[src/rtl/alu_cmd_sequencer.sv]
// Command sequencer in front of an ALU: queues commands in an in-order FIFO,
// holds each on the ALU ports for its execute time, reports one response per
// command, and can run a 64-word memory fill sequence when idle.
module alu_cmd_sequencer #(
  parameter int unsigned DEPTH   = 4,
  parameter int unsigned FP_HOLD = 2
) (
  input  logic        clk,
  input  logic        rst,
  input  logic        cmd_valid,
  output logic        cmd_ready,
  input  logic [3:0]  cmd_opcode,
  input  logic        cmd_sel,
  input  logic [5:0]  cmd_adr,
  input  logic [31:0] cmd_imm,
  input  logic [1:0]  cmd_bsel,
  input  logic        fill_start,
  input  logic [31:0] fill_imm,
  output logic [31:0] alu_A,
  output logic        alu_sel,
  output logic [5:0]  alu_adr,
  output logic [3:0]  alu_opcode,
  output logic [1:0]  alu_bsel,
  output logic        alu_en,
  input  logic [31:0] alu_out,
  output logic        rsp_valid,
  output logic [31:0] rsp_data,
  output logic        busy,
  output logic        fill_done
);

  localparam int unsigned AW = $clog2(DEPTH);
  localparam int unsigned CW = AW + 1;
  localparam int unsigned HW = $clog2(FP_HOLD + 1);
  localparam int unsigned SW = 7;

  localparam logic [3:0] OP_ADDI  = 4'b0111;
  localparam logic [3:0] OP_STORE = 4'b1110;
  localparam logic [3:0] OP_FPMAX = 4'b0010;

  typedef struct packed {
    logic [3:0]  opcode;
    logic        sel;
    logic [5:0]  adr;
    logic [31:0] imm;
    logic [1:0]  bsel;
  } cmd_t;

  typedef enum logic [1:0] {S_IDLE, S_EXEC, S_WB, S_FILL} state_t;

  state_t        r_state, w_state_nxt;
  logic [HW-1:0] r_hold, w_hold_nxt;
  logic [SW-1:0] r_step, w_step_nxt;
  cmd_t          r_alu, w_alu_nxt;
  logic          r_alu_en, w_alu_en_nxt;
  logic          r_rsp_valid, w_rsp_valid_nxt;
  logic          r_fill_done, w_fill_done_nxt;

  cmd_t          r_fifo [DEPTH];
  logic [AW-1:0] r_wr_ptr, r_rd_ptr;
  logic [CW-1:0] r_count;
  logic          w_push, w_pop;
  cmd_t          w_cmd_in, w_head;
  logic [HW-1:0] w_head_hold;

  assign w_cmd_in    = '{opcode: cmd_opcode, sel: cmd_sel, adr: cmd_adr,
                         imm: cmd_imm, bsel: cmd_bsel};
  assign w_head      = r_fifo[r_rd_ptr];
  assign w_head_hold = (w_head.opcode <= OP_FPMAX) ? HW'(FP_HOLD) : HW'(1);

  assign cmd_ready = (r_count < CW'(DEPTH)) && (r_state != S_FILL) && !rst;
  assign w_push    = cmd_valid && cmd_ready;
  assign busy      = (r_state != S_IDLE) || (r_count != '0);

  assign alu_A      = r_alu.imm;
  assign alu_sel    = r_alu.sel;
  assign alu_adr    = r_alu.adr;
  assign alu_opcode = r_alu.opcode;
  assign alu_bsel   = r_alu.bsel;
  assign alu_en     = r_alu_en;
  assign rsp_valid  = r_rsp_valid;
  assign rsp_data   = r_rsp_valid ? alu_out : '0;
  assign fill_done  = r_fill_done;

  // FIFO payload storage; data needs no reset since count gates every read
  always_ff @(posedge clk) begin
    if (w_push) r_fifo[r_wr_ptr] <= w_cmd_in;
  end

  // FIFO pointers and occupancy
  always_ff @(posedge clk or posedge rst) begin
    if (rst) begin
      r_wr_ptr <= '0;
      r_rd_ptr <= '0;
      r_count  <= '0;
    end else begin
      if (w_push) r_wr_ptr <= r_wr_ptr + AW'(1);
      if (w_pop)  r_rd_ptr <= r_rd_ptr + AW'(1);
      case ({w_push, w_pop})
        2'b10:   r_count <= r_count + CW'(1);
        2'b01:   r_count <= r_count - CW'(1);
        default: r_count <= r_count;
      endcase
    end
  end

  // FSM state and registered ALU / response drive
  always_ff @(posedge clk or posedge rst) begin
    if (rst) begin
      r_state     <= S_IDLE;
      r_hold      <= '0;
      r_step      <= '0;
      r_alu       <= '0;
      r_alu_en    <= 1'b0;
      r_rsp_valid <= 1'b0;
      r_fill_done <= 1'b0;
    end else begin
      r_state     <= w_state_nxt;
      r_hold      <= w_hold_nxt;
      r_step      <= w_step_nxt;
      r_alu       <= w_alu_nxt;
      r_alu_en    <= w_alu_en_nxt;
      r_rsp_valid <= w_rsp_valid_nxt;
      r_fill_done <= w_fill_done_nxt;
    end
  end

  // Next-state and next-output decode; alu_* fields hold unless reloaded
  always_comb begin
    w_state_nxt     = r_state;
    w_hold_nxt      = r_hold;
    w_step_nxt      = r_step;
    w_alu_nxt       = r_alu;
    w_alu_en_nxt    = 1'b0;
    w_rsp_valid_nxt = 1'b0;
    w_fill_done_nxt = 1'b0;
    w_pop           = 1'b0;
    case (r_state)
      S_IDLE, S_WB: begin
        if (r_count != '0) begin
          w_pop        = 1'b1;
          w_alu_nxt    = w_head;
          w_hold_nxt   = w_head_hold;
          w_alu_en_nxt = 1'b1;
          w_state_nxt  = S_EXEC;
        end else if ((r_state == S_IDLE) && fill_start && !cmd_valid) begin
          w_alu_nxt.opcode = OP_ADDI;
          w_alu_nxt.sel    = 1'b1;
          w_alu_nxt.adr    = '0;
          w_alu_nxt.imm    = fill_imm;
          w_step_nxt       = '0;
          w_alu_en_nxt     = 1'b1;
          w_state_nxt      = S_FILL;
        end else begin
          w_state_nxt = S_IDLE;
        end
      end
      S_EXEC: begin
        if (r_hold <= HW'(1)) begin
          w_rsp_valid_nxt = 1'b1;
          w_state_nxt     = S_WB;
        end else begin
          w_hold_nxt   = r_hold - HW'(1);
          w_alu_en_nxt = 1'b1;
        end
      end
      S_FILL: begin
        if (r_step == {SW{1'b1}}) begin
          w_fill_done_nxt = 1'b1;
          w_state_nxt     = S_IDLE;
        end else begin
          // step bit 0 picks add vs store, upper bits are the word address
          w_step_nxt       = r_step + SW'(1);
          w_alu_nxt.opcode = w_step_nxt[0] ? OP_STORE : OP_ADDI;
          w_alu_nxt.adr    = w_step_nxt[SW-1:1];
          w_alu_en_nxt     = 1'b1;
        end
      end
      default: w_state_nxt = S_IDLE;
    endcase
  end

endmodule
[config.mk]
export PLATFORM = sky130hd
export DESIGN_NAME = alu_cmd_sequencer
export DESIGN_NICKNAME = d
export VERILOG_FILES = /design/src/rtl/alu_cmd_sequencer.sv
export SDC_FILE = /design/constraint.sdc
export NUM_CORES = 1
export LEC_CHECK = 0
export BUFFER_PORTS_ARGS = -buffer_cell sky130_fd_sc_hd__buf_2
export CAP_MARGIN = 20
export CELL_PAD_IN_SITES_DETAIL_PLACEMENT = 1
export CELL_PAD_IN_SITES_GLOBAL_PLACEMENT = 2
export CORE_MARGIN = 1
export CORE_UTILIZATION = 36
export CTS_BUF_LIST = sky130_fd_sc_hd__clkbuf_4 sky130_fd_sc_hd__clkbuf_8
export CTS_CLUSTER_SIZE = 30
export DETAILED_ROUTE_END_ITERATION = 7
export GPL_TIMING_DRIVEN = 0
export HOLD_SLACK_MARGIN = 0.06
export PLACE_DENSITY_LB_ADDON = 0.2
export SKIP_LAST_GASP = 1
export SYNTH_ARGS = -nofsm -noshare
export SYNTH_HDL_FRONTEND = slang
export SYNTH_SLANG_ARGS = --single-unit
[constraint.sdc]
create_clock -name clk -period 2.3 [get_ports clk]
set_input_delay 0.23 -clock clk [delete_from_list [all_inputs] [get_ports clk]]
set_output_delay 0.23 -clock clk [all_outputs]
set_load 0.02 [all_outputs]
Word level (Yosys, flattened, before mapping)
Memories as Yosys holds them, arrays and structs flattened.
Cells that the tools add are included.
- $add $sub $neg: 6
- order comparisons: 3
- equality and inequality tests: 15
- multiplexer cells: 35
- reduce and logical (&&, ||, !) cells: 22
- operators with widths (cell ; number):
    43-bit 2-to-1 mux ; 2
    32-bit 2-to-1 mux ; 1
    7-bit 2-to-1 mux ; 3
    2-bit inequality test, second input constant ; 8
    2-bit 2-to-1 mux ; 7
    7-bit case mux with 2 select lines ; 1
    1-bit 2-to-1 mux ; 12
    6-bit case mux with 2 select lines ; 1
    2-bit nonzero test ; 5
    4-bit 2-to-1 mux ; 2
    4-bit case mux with 2 select lines ; 1
    7-bit by 1-bit adder with 7-bit output, second input constant ; 1
    7-bit == test, second input constant ; 1
    2-bit == test, second input constant ; 3
    6-bit 2-to-1 mux ; 1
    2-bit case mux with 3 select lines ; 1
    3-bit case mux with 2 select lines ; 1
    2-bit AND reduction ; 3
    3-bit AND reduction ; 2
    1-bit logical AND ; 5
    2-bit by 1-bit adder with 2-bit output, second input constant ; 2
    2-bit by 1-bit == test with 1-bit output, second input constant ; 2
    4-bit by 2-bit less-or-equal comparator with 1-bit output, second input constant ; 1
    2-bit case mux with 2 select lines ; 1
    other kinds (13) ; 14
- register bits: 66
- memory bits (writable): 180
- output and inout port bits: 82
- word-level logic and storage cells: 96
- memories: 1
- memories (name ; words ; width ; read ports ; clocked after memory_dff ; write ports ; RTL line ; source):
    r_fifo ; 4 ; 45 ; 1 ; 0 ; 1 ; 59 ; cmd_t r_fifo [DEPTH];

Longest topological paths before layout
Gate-level depths: netlist (run 1).
- depth in word-level cells: 6
- mapped depth: 10

Worst setup path after synthesis (run 1)
OpenSTA, ideal clock, no wires.
- path kind: reg-to-reg
- start: reg r_state[0]
- end: mem r_fifo[0][0] in the netlist's numbering, enable pin
- arrival time: 2349 ps
- data required time: 1893 ps
- slack: -457 ps
- stages on the path, launching flop included: 5
- buffers on the path: 1
- period minus slack after synthesis: 2757 ps
- path through: dfrtp_1 -> buf_2 -> and2_0 -> nor3_2 -> and3_1
- longest elaborated chain between the ends: 6
- ends and longest elaborated chain (element ; RTL line ; source):
    from (decl) ; 51 ; state_t r_state, w_state_nxt;
    from (signal assigned) ; 118 ; r_state <= w_state_nxt;
    2-bit inequality test ; 71 ; assign cmd_ready = (r_count < CW'(DEPTH)) && (r_state != S_FILL) && !rst;
    1-bit logical AND (2 in a row) ; 71 ;
    via cmd_ready ; 11 ; output logic cmd_ready,
    1-bit logical AND ; 72 ; assign w_push = cmd_valid && cmd_ready;
    1-bit 2-to-1 mux ; 87 ; if (w_push) r_fifo[r_wr_ptr] <= w_cmd_in;
    1-bit 2-to-1 mux (not written as such) ; 87 ;
    to (decl) ; 59 ;
The timed path passes the listed nets, and every way through them passes these cells.

Worst setup path after layout (run 1)
- start: reg r_state[0]
- end: mem r_fifo[3][20] in the netlist's numbering, enable pin
- longest elaborated chain between the ends: 6
- ends and longest elaborated chain (element ; RTL line):
    2-bit inequality test ; 71
    1-bit logical AND (2 in a row) ; 71
    1-bit logical AND ; 72
    1-bit 2-to-1 mux ; 87
    1-bit 2-to-1 mux (not written as such) ; 87
Every way passes these cells.

==> qor.csv, run 1 <==
stage,metric,value,unit
placement,gp_congestion,0.794,
grt,grt_pass1_vias,7060,
detailed_routing,wirelength,25.0,mm
detailed_routing,dr.pass1.iters,6,
cts,tritoncts,yes,
grt,grt-ovfl-total,0,
floorplan,io_pins,195,
critical_path,startpoint,r_state[0],
critical_path,critPathMaxFanout,24,
detailed_routing,wl_per_cell,19.3,um
cts,cts_root_buf,clkbuf_8,
timing,fin_crit,2.22,ns
critical_path,cp-end-kind,register,
run_status,status,finished clean,
cells_and_area,layout.nets,1046,
critical_path,crit_buf_inv,2,
critical_path,path_depth,5,
floorplan,dieArea,27900,um^2
cts,cts_max_level,2,
yosys,ys_seq_area_frac,0.719,
critical_path,reg2reg_depth,5,
yosys,synth-edff-count,180,
yosys,synth_area_leaders,"edfxtp_1 55%, dfrtp_1 17%, mux4_2 10%, nand2_1 2.9%, and2_1 2.1%",
cells_and_area,syn_to_final_growth,33.6,%
yosys,synthArstFlopShare,0.268,
timing,fmax,0.450,GHz
critical_path,crit_arrival,2.42,ns
yosys,syn_area,9820,um^2
yosys,ys_types,46,
timing,slew_viol_final,0,
grt,grt_max_degree,36,
critical_path,required,2.50,ns
detailed_routing,drc,0,
cells_and_area,drive_gt1_frac,0.381,
power_and_ir_drop,p_leak,5.15,nW
cts,path_clk_slew,0.06,ns
critical_path,critPathMaxStageDelay,0.54,ns
power_and_ir_drop,ir_drop,0.537,mV
yosys,synth_top_cell_by_area,edfxtp_1,
yosys,synth.ff_latch_count,246,
hold_path,hold_path_startpoint,cmd_valid,
timing,skew,0.0232,ns
critical_path,cpMaxStageDelayCell,and3_4,
placement,placed_cells,1139,
floorplan,fp.dieH,167,um
placement,portBuffers,194,
power_and_ir_drop,power_density,1260,nW/um^2
critical_path,worst_path_dominant_cell_family,simple AND/OR/NAND/NOR gates,
cts,cts.sinks,246,
detailed_routing,vias,6391,
grt,grt_usage,0.183,
critical_path,r2r_slack,0.08,ns
cells_and_area,fin_util,0.488,
hold_path,hp-class,input pin to register,
critical_path,crit_path_start_kind,register,
cts,clockBufferDepth,3,
yosys,synth.avg_cell_area,16.4,um^2
placement,hpwl,16.5,mm
cells_and_area,finalNonFillerCells,1299,
yosys,synth_top_area_share,0.551,
critical_path,r2r_end,r_fifo[3][20],
cells_and_area,final_area,13100,um^2
detailed_routing,avgViaCountPerCell,4.92,
grt,grt_antenna_before_repair,0,
critical_path,r2r-start,r_state[0],
timing,max_slew_margin,0.546,
grt,grt_pass1_wl,38.9,mm
detailed_routing,ant_nets,0,
timing,worst_pin_slew,0.680,ns
timing,timing.final.crit_share,0.966,
floorplan,core_area,26900,um^2
cts,clkLatencyLatePin,0.52,ns
yosys,yosysWarnings,0,
job,maxCapViolations,0,
detailed_routing,drt_first_iter_violations,308,
floorplan,rows,60,
placement,dpl-instance-area,11300,um^2
timing,rsz0062_at_grt,yes,
cells_and_area,num_antenna_cells,0,
critical_path,crit_type,register to register,
timing,hold_violations,0,
cts,cts_inserted_buffers,42,
yosys,synth_ff_type,edfxtp_1,
critical_path,cp-endpoint,r_fifo[3][20],
yosys,syn_nets,720,
yosys,synthCells,599,
timing,setup_viol,0,
floorplan,start_util,0.365,
floorplan,die_w,167,um
critical_path,crit_chain,buf_2 > and2_4 > nor3_4 > and3_4 > buf_12,
routing by layer:
| metal | GRT usage | share of wire |
|---|---|---|
| met1 | 0.223 | 0.42 |
| met2 | 0.330 | 0.51 |
| met3 | 0.0338 | 0.045 |
| met4 | 0.0531 | 0.018 |
| met5 | 0 | 0 |
synth_stat cells, drive strengths merged, types with 8 or more instances:
master  number
buf         17
a31oi       32
nor2        45
inv         10
and2        34
nand2       76
dfrtp       66
edfxtp     180
mux4        45
mux2        10
nor3         8
clkbuf      14
sequential cells by signal, summed over array words and instances, names as in the netlist, 2 cells and up:
register and flops:
r_fifo 180, alu_A 32, r_step 7, alu_adr 6
alu_opcode 4, r_count 3, alu_bsel 2, r_hold 2
r_rd_ptr 2, r_state 2, r_wr_ptr 2
per-stage QoR:
| stage | TNS [ns] | total power, mW | hold WS [ns] | setup WS [ns] |
|---|---|---|---|---|
| detailed placement | -31.03 | 12.2 | 0.310 | -0.461 |
| global placement | -139.54 | 12.0 | 0.440 | -0.778 |
| global route | -1.30 | 17.5 | 0.0829 | -0.0421 |
| CTS | -0.000552 | 16.7 | 0.0925 | -0.000552 |
| floorplan | 0 | 10.2 | 0.329 | 0.0210 |
| finish | 0 | 16.5 | 0.0817 | 0.0792 |
power breakdown:
group	switching (mW)	internal, mW
Sequential	0.461	5.61
Clock	1.72	2.50
Combinational	3.60	2.58
layout make-up:
| class | count | area, um^2 |
|---|---|---|
| repair buffers | 283 | 1900 |
| multi-input cells | 312 | 2610 |
| flip-flops and latches | 246 | 7060 |
| clock inverters | 16 | 153 |
| well taps | 341 | 427 |
| fillers | 2691 | 13800 |
| clock buffers | 61 | 771 |
| inverters | 10 | 43.8 |
| plain buffers | 30 | 165 |
tightest hold or removal path: stages:
cell and delay (ns):
buf_2 0.15, nand2_2 0.11, xnor2_1 0.07
timing repair:
item,4_1_cts,5_1_grt
hold buffers,78,0
setup endpoints to repair,166,69
hold endpoints to repair,243,0
buffers inserted,1,5
resized for setup,13,3
pin swaps,0,5
cell usage in the layout, fill, tap and decap left out, drive strengths merged, types with 5 or more instances in the layout:
master,instances
mux2,10
o2bb2ai,5
clkbuf,74
mux4,45
dfrtp,66
nand3,5
edfxtp,180
and3,7
a31oi,32
ha,7
clkinv,12
and2,34
inv,9
dlygate4sd3,78
xnor2,6
buf,222
nor3,8
nor2,45
nand2,76
cell families (layout without fill, tap and decap cells):
| logic type | count (synthesis) | count (layout) | synth area share |
|---|---|---|---|
| adders and majority gates | 8 | 8 | 0.0110 |
| muxes | 58 | 58 | 0.118 |
| DFF | 246 | 246 | 0.719 |
| buffers and inverters | 41 | 400 | 0.0200 |
| xor gates and xnor gates | 9 | 9 | 0.00803 |
| AOI/OAI and AO/OA | 53 | 53 | 0.0371 |
| and+or+nand+nor | 184 | 184 | 0.0874 |
how the worst min path moves through the flow:
stage | end | slack, ns | cells past startpoint
after detailed placement | r_count[2] | 0.31 | 2
after CTS | r_wr_ptr[0] | 0.09 | 3
after floorplan | r_fifo[0][0] | 0.33 | 0
final | r_wr_ptr[0] | 0.08 | 3
after global routing | r_wr_ptr[0] | 0.08 | 3
after global placement | r_fifo[2][15] | 0.44 | 1
Power figures use the tool's default switching activity.
==> run 2, diff against run 1 <==
--- a/config.mk
+++ b/config.mk
@@ -5,12 +5,12 @@
 export SDC_FILE = /design/constraint.sdc
 export NUM_CORES = 1
 export LEC_CHECK = 0
+export ABC_AREA = 1
 export BUFFER_PORTS_ARGS = -buffer_cell sky130_fd_sc_hd__buf_2
-export CAP_MARGIN = 20
 export CELL_PAD_IN_SITES_DETAIL_PLACEMENT = 1
 export CELL_PAD_IN_SITES_GLOBAL_PLACEMENT = 2
 export CORE_MARGIN = 1
-export CORE_UTILIZATION = 36
+export CORE_UTILIZATION = 33
 export CTS_BUF_LIST = sky130_fd_sc_hd__clkbuf_4 sky130_fd_sc_hd__clkbuf_8
 export CTS_CLUSTER_SIZE = 30
 export DETAILED_ROUTE_END_ITERATION = 7
==> qor.csv, run 2 <==
stage,metric,value,unit,change
run_status,status,finished clean,,
detailed_routing,drt_first_iter_violations,380,,+23%
grt,grt_usage,0.189,,+0.00642
cells_and_area,final_cell_mix,"203 x buf_2, 180 x edfxtp_1, 136 x nand2_1, 121 x inv_1, 93 x o21ai_0",,
power_and_ir_drop,power,17.0,mW,+3.5%
detailed_routing,drc,0,,unchanged
detailed_routing,avgViaCountPerCell,4.69,,-4.7%
yosys,syn_nets,1043,,+45%
cells_and_area,regMostFlops,r_fifo,,
floorplan,start_util,0.335,,-0.0305
floorplan,io_pins,195,,unchanged
power_and_ir_drop,power_density,1250,nW/um^2,-0.33%
timing,timing.final.crit_share,0.949,,-0.0164
grt,grt_max_degree,34,,-5.6%
timing,fmax,0.458,GHz,+1.7%
hold_path,hp-class,input pin to asynchronous set/reset pin,,
detailed_routing,dr.pass1.iters,5,,-1
floorplan,core_area,30600,um^2,+14%
detailed_routing,ant_nets,0,,unchanged
detailed_routing,vias,7878,,+23%
detailed_routing,wl_per_cell,18.1,um,-6.1%
cts,cts_max_level,2,,unchanged
cts,cts_setup_buffers,0,,-1
critical_path,r2r_end,r_fifo[3][33],,
critical_path,crit_type,register to register,,
grt,grt_pass1_vias,8064,,+14%
floorplan,dieArea,31700,um^2,+14%
critical_path,crit_path_start_kind,register,,
timing,max_slew_margin,0.393,,-0.154
critical_path,r2r-start,r_state[0],,
yosys,synth_area_leaders,"edfxtp_1 53%, dfrtp_1 16%, nand2_1 5.0%, o21ai_0 4.6%, inv_1 4.5%",,
critical_path,r2r_slack,0.12,ns,+0.04 ns
critical_path,reg2reg_depth,5,,unchanged
cts,cts.sinks,246,,unchanged
placement,gp_congestion,0.747,,-6.0%
detailed_routing,wirelength,30.4,mm,+22%
yosys,synth.ff_latch_count,246,,unchanged
power_and_ir_drop,p_leak,5.92,nW,+15%
yosys,yosysMostFrequentCell,edfxtp_1,,
critical_path,crit_arrival,2.35,ns,-0.07 ns
grt,grt_pass1_wl,45.0,mm,+16%
cells_and_area,largest_reg_flops,180,,unchanged
floorplan,fp.dieH,178,um,+6.6%
cells_and_area,layout.nets,1371,,+31%
cells_and_area,drive_gt1_frac,0.259,,-0.122
cts,path_clk_slew,0.06,ns,about the same
yosys,synth_commonest_cells,"180 x edfxtp_1, 137 x nand2_1, 124 x inv_1, 95 x o21ai_0, 74 x nor2_1",,
yosys,synth.avg_cell_area,11.1,um^2,-32%
cells_and_area,syn_to_final_growth,33.0,%,
job,maxCapViolations,0,,unchanged
timing,rsz0062_at_grt,no,,
timing,worst_pin_slew,0.910,ns,+0.229 ns
timing,hold_violations,0,,unchanged
floorplan,die_w,178,um,+6.6%
yosys,ys_types,34,,-26%
yosys,yosysWarnings,0,,unchanged
cts,cts_root_buf,clkbuf_8,,
critical_path,required,2.47,ns,-0.03 ns
placement,portBuffers,194,,unchanged
cts,cts_inserted_buffers,43,,+2.4%
placement,hpwl,20.2,mm,+22%
cells_and_area,n_fill_cell,3444,,+28%
yosys,synthArstFlopShare,0.268,,unchanged
yosys,synth_ff_type,edfxtp_1,,
floorplan,rows,64,,+6.7%
timing,slew_viol_final,0,,unchanged
cts,tritoncts,yes,,
yosys,ys_seq_area_frac,0.689,,-0.0298
critical_path,cp-end-kind,register,,
cts,clockBufferDepth,3,,unchanged
power_and_ir_drop,ir_drop,0.475,mV,-12%
cells_and_area,fin_util,0.445,,-0.0427
yosys,synthCells,922,,+54%
cells_and_area,layout_commonest_cell,buf_2,,
yosys,synth_top_area_share,0.528,,-0.0228
critical_path,critPathMaxFanout,12,,-50%
timing,setup_viol,0,,unchanged
yosys,synth_top_cell_by_area,edfxtp_1,,
timing,fin_crit,2.18,ns,-0.0378 ns
grt,grt_antenna_before_repair,1,,+1
grt,grt-ovfl-total,0,,unchanged
yosys,syn_area,10200,um^2,+4.3%
yosys,synth-edff-count,180,,unchanged
cts,clkLatencyLatePin,0.54,ns,+0.02 ns
timing,skew,0.0153,ns,-0.00782 ns
[run 2: changes by cell type after synthesis, sizes merged, moves of 45 or more]
cell   change
nand2     +64
a21oi     +67
nand3     +45
inv      +123
mux4      -45
o21ai     +97
[run 2: worst max path at each step]
stage,startpoint,end,slack [ns],cells after the start
2_1_floorplan,rst,r_count[2],-0.36,10
3_3_place_gp,rst,r_fifo[0][26],-1.50,6
3_5_place_dp,rst,r_fifo[3][22],-0.20,8
4_1_cts,r_state[0],r_fifo[3][20],-0.13,6
5_1_grt,r_count[0],r_count[2],0.005,10
6_report,r_state[0],r_fifo[3][33],0.12,5
[run 2: final cells by class]
| class | count | area (um^2) | area share |
|---|---|---|---|
| Sequential cell | 246 | 7060 | 0.518 |
| Timing Repair Buffer | 280 | 1900 | 0.140 |
| Tap cell | 396 | 495 | 0.0364 |
| Inverter | 134 | 514 | 0.0377 |
| Buffer | 44 | 244 | 0.0179 |
| Multi-Input combinational cell | 501 | 2520 | 0.185 |
| Clock buffer | 61 | 777 | 0.0570 |
| Clock inverter | 18 | 114 | 0.00836 |
| Antenna cell | 1 | 2.50 | 0.000184 |
[run 2: worst max-delay path, stage by stage, from the launching register on]
cell     delay [ns]
dfrtp_1        0.41
nand2_1        0.28
nand3_2        0.14
inv_4          0.10
nand2_8        0.12
nor2_2         0.74
[run 2: metrics by stage]
stage / hold slack [ns] / std cells / setup TNS [ns] / area (um^2) / setup WS, ns
final: 0.153 / 1681 / 0 / 13600 / 0.117
after CTS: 0.0950 / 1676 / -7.40 / 13600 / -0.127
after detailed placement: 0.148 / 1518 / -14.10 / 11900 / -0.201
after global routing: 0.127 / 1680 / 0 / 13600 / 0.00459
after global placement: 0.446 / 1512 / -267.22 / 11800 / -1.50
after floorplan: 0.329 / 922 / -38.28 / 10300 / -0.364
[run 2: what timing repair did]
action / in CTS / in global routing
resized for setup: 0 / 0
gates cloned: 0 / 4
endpoints found under the setup margin: 94 / 93
pin swaps: 2 / 4
endpoints found under the hold margin: 280 / 0
hold buffers: 80 / 0
[run 2: logic make-up after synthesis]
group | synth area share
DFF | 0.689
adders and majority gates | 0.0105
buffers and inverters | 0.0738
and+or+nand+nor | 0.112
xor gates and xnor gates | 0.00342
AOI/OAI and AO/OA | 0.112
[run 2: per-layer routing]
metal	global-route usage	part of all wire
met4	0.0491	0.013
met3	0.0343	0.056
met5	0	0
met2	0.333	0.50
met1	0.238	0.43
[run 2: power by group]
| group | internal, mW | leakage, nW | switching [mW] |
|---|---|---|---|
| combinational | 2.22 | 3.04 | 4.75 |
| sequential | 5.59 | 2.40 | 0.401 |
| clock | 2.30 | 0.476 | 1.79 |
==> run 3, diff against run 2 <==
--- a/config.mk
+++ b/config.mk
@@ -7,15 +7,14 @@
 export LEC_CHECK = 0
 export ABC_AREA = 1
 export BUFFER_PORTS_ARGS = -buffer_cell sky130_fd_sc_hd__buf_2
-export CELL_PAD_IN_SITES_DETAIL_PLACEMENT = 1
-export CELL_PAD_IN_SITES_GLOBAL_PLACEMENT = 2
+export CELL_PAD_IN_SITES_DETAIL_PLACEMENT = 0
+export CELL_PAD_IN_SITES_GLOBAL_PLACEMENT = 1
 export CORE_MARGIN = 1
-export CORE_UTILIZATION = 33
+export CORE_UTILIZATION = 40
 export CTS_BUF_LIST = sky130_fd_sc_hd__clkbuf_4 sky130_fd_sc_hd__clkbuf_8
 export CTS_CLUSTER_SIZE = 30
 export DETAILED_ROUTE_END_ITERATION = 7
 export GPL_TIMING_DRIVEN = 0
-export HOLD_SLACK_MARGIN = 0.06
 export PLACE_DENSITY_LB_ADDON = 0.2
 export SKIP_LAST_GASP = 1
 export SYNTH_ARGS = -nofsm -noshare
==> qor.csv, run 3 (same netlist as run 2, synthesis figures left out) <==
stage,metric,value,unit,change
hold_path,hold_path_startpoint,cmd_valid,,
cells_and_area,layout.nets,1373,,+0.15%
grt,grt_antenna_before_repair,0,,-1
placement,gp_congestion,0.725,,-3.0%
power_and_ir_drop,power_density,1230,nW/um^2,-1.6%
placement,dp_slack,-0.458,ns,-0.257 ns
hold_path,hp-class,input pin to register,,
placement,dpl-instance-area,11800,um^2,-0.80%
critical_path,cp-end-kind,register,,
grt,grt_usage,0.211,,+0.0214
power_and_ir_drop,intPower,9.96,mW,-1.6%
timing,timing.final.crit_share,0.930,,-0.0196
timing,setup_viol,0,,unchanged
critical_path,crit_buf_inv,1,,unchanged
grt,grt-ovfl-total,0,,unchanged
critical_path,cpMaxStageDelayCell,nor2_2,,
floorplan,rows,58,,-9.4%
timing,skew,0.0221,ns,+0.00676 ns
run_status,status,finished clean,,
floorplan,die_w,162,um,-9.1%
critical_path,startpoint,r_state[0],,
grt,grt_pass1_vias,7516,,-6.8%
cts,clkLatencyLatePin,0.53,ns,about the same
critical_path,r2r_slack,0.16,ns,+0.04 ns
detailed_routing,drt_first_iter_violations,454,,+19%
critical_path,required,2.44,ns,-0.03 ns
power_and_ir_drop,p_leak,5.92,nW,+0.12%
cells_and_area,final_cell_mix,"203 x buf_2, 180 x edfxtp_1, 136 x nand2_1, 121 x inv_1, 93 x o21ai_0",,
critical_path,crit_type,register to register,,
timing,hold-worst-slack,0.139,ns,-0.0141 ns
critical_path,worst_path_dominant_cell_family,simple AND/OR/NAND/NOR gates,,
detailed_routing,ant_nets,0,,unchanged
detailed_routing,wirelength,27.1,mm,-11%
timing,slew_viol_final,0,,unchanged
power_and_ir_drop,p_switching,6.70,mW,-3.4%
detailed_routing,drc,0,,unchanged
cts,cts_max_level,2,,unchanged
critical_path,critPathMaxFanout,13,,+1
critical_path,r2r_end,r_fifo[1][17],,
timing,fin_crit,2.14,ns,-0.0450 ns
timing,max_slew_margin,0.423,,+0.0298
floorplan,fp.dieH,162,um,-9.1%
timing,hold_violations,0,,unchanged
floorplan,core_area,25200,um^2,-18%
grt,grt_pass1_wl,41.5,mm,-7.8%
grt,grt_max_degree,35,,+2.9%
timing,fmax,0.468,GHz,+2.1%
floorplan,dieArea,26300,um^2,-17%
critical_path,crit_arrival,2.28,ns,-0.07 ns
cts,cts_root_buf,clkbuf_8,,
timing,rsz0062_at_grt,no,,
cells_and_area,largest_reg_flops,180,,unchanged
cells_and_area,drive_gt1_frac,0.261,,+0.00135
timing,tns,0,ns,unchanged
cts,path_clk_slew,0.06,ns,about the same
detailed_routing,dr.pass1.iters,5,,unchanged
power_and_ir_drop,ir_drop,0.606,mV,+28%
critical_path,reg2reg_depth,5,,unchanged
critical_path,crit_chain,nand2_1 > nand3_2 > inv_4 > nand2_8 > nor2_2,,
critical_path,r2r-start,r_state[0],,
cells_and_area,layout_commonest_cell,buf_2,,
critical_path,critPathMaxStageDelay,0.69,ns,-0.05 ns
grt,grtUsageMet2,0.360,,+0.0266
placement,hpwl,17.4,mm,-14%
detailed_routing,wl_per_cell,16.8,um,-7.3%
critical_path,crit_path_start_kind,register,,
cts,cts_inserted_buffers,41,,-4.7%
cells_and_area,fin_util,0.537,,+0.0916
placement,portBuffers,194,,unchanged
cells_and_area,final_area,13500,um^2,-0.75%
detailed_routing,vias,7720,,-2.0%
floorplan,start_util,0.407,,+0.0719
grt,grt.busiest_layer,met2,,
job,maxCapViolations,0,,unchanged
cells_and_area,regMostFlops,r_fifo,,
power_and_ir_drop,share_clk_of_total_power,0.231,,-0.009
critical_path,cp-endpoint,r_fifo[1][17],,
cts,cts.sinks,246,,unchanged
cts,clockBufferDepth,3,,unchanged
timing,setup_ws,0.162,ns,+0.0450 ns
cells_and_area,syn_to_final_growth,32.0,%,
detailed_routing,avgViaCountPerCell,4.78,,+2.0%
timing,worst_pin_slew,0.865,ns,-0.0446 ns
cells_and_area,num_antenna_cells,0,,-1
grt,use_met1,0.268,,+0.0299
floorplan,io_pins,195,,unchanged
critical_path,path_depth,5,,unchanged
power_and_ir_drop,sw_frac_of_total,0.402,,-0.00458
cts,tritoncts,yes,,
grt,met3_usage,0.0383,,+0.00399
power_and_ir_drop,comb_power_share,0.411,,+0.002
power_and_ir_drop,sequentialPowerShare,0.358,,+0.007
[run 3: area by class of cell]
class                      instances  area [um^2]
timing repair buffer             286         1950
tap                              330          413
multi-input combinational        499         2510
inverter                         134          515
fill                            2243        11700
clock buffer                      62          766
buffer                            44          244
clock inverter                    14         68.8
sequential                       246         7060
[run 3: per-stage QoR]
stage | instances | power [mW]
after global routing | 1615 | 17.8
after floorplan | 922 | 10.4
after global placement | 1446 | 12.7
final | 1615 | 16.7
after CTS | 1607 | 16.8
after detailed placement | 1451 | 12.8
[run 3: worst reg2reg max path: stages, from the launching register on]
cell and delay, ns:
dfrtp_1 0.42, nand2_1 0.27, nand3_2 0.14, inv_4 0.10, nand2_8 0.12, nor2_2 0.70
[run 3: how the worst min path moves through the flow]
stage,to,slack (ns),cells after the start
2_1_floorplan,r_fifo[0][0],0.33,0
3_3_place_gp,r_fifo[1][40],0.45,1
3_5_place_dp,alu_A[29],0.42,2
4_1_cts,r_wr_ptr[0],0.11,3
5_1_grt,r_wr_ptr[0],0.12,3
6_report,r_wr_ptr[0],0.14,3
[run 3: repair_timing]
action                                 4_1_cts  5_1_grt
gates cloned                                 2        0
endpoints found under the hold margin      244        0
pin swaps                                    2        2
buffers inserted                             0        8
setup endpoints to repair                   44       56
hold buffers                                79        0
gates resized for setup                      0        1
[run 3: power groups by stage]
stage          Clock (mW)  Sequential, mW  Combinational, mW
6_report             3.85            5.96               6.85
4_1_cts              3.92            5.97               6.94
3_5_place_dp            0            6.05               6.79
3_3_place_gp            0            6.05               6.67
5_1_grt              4.12            6.05               7.64
2_1_floorplan           0            6.49               3.95
[run 3: metal layers]
metal,share of wire,vias up
met3,0.051,45
met5,0,-
met1,0.44,3635
met2,0.49,231
met4,0.024,0
li1,-,3809
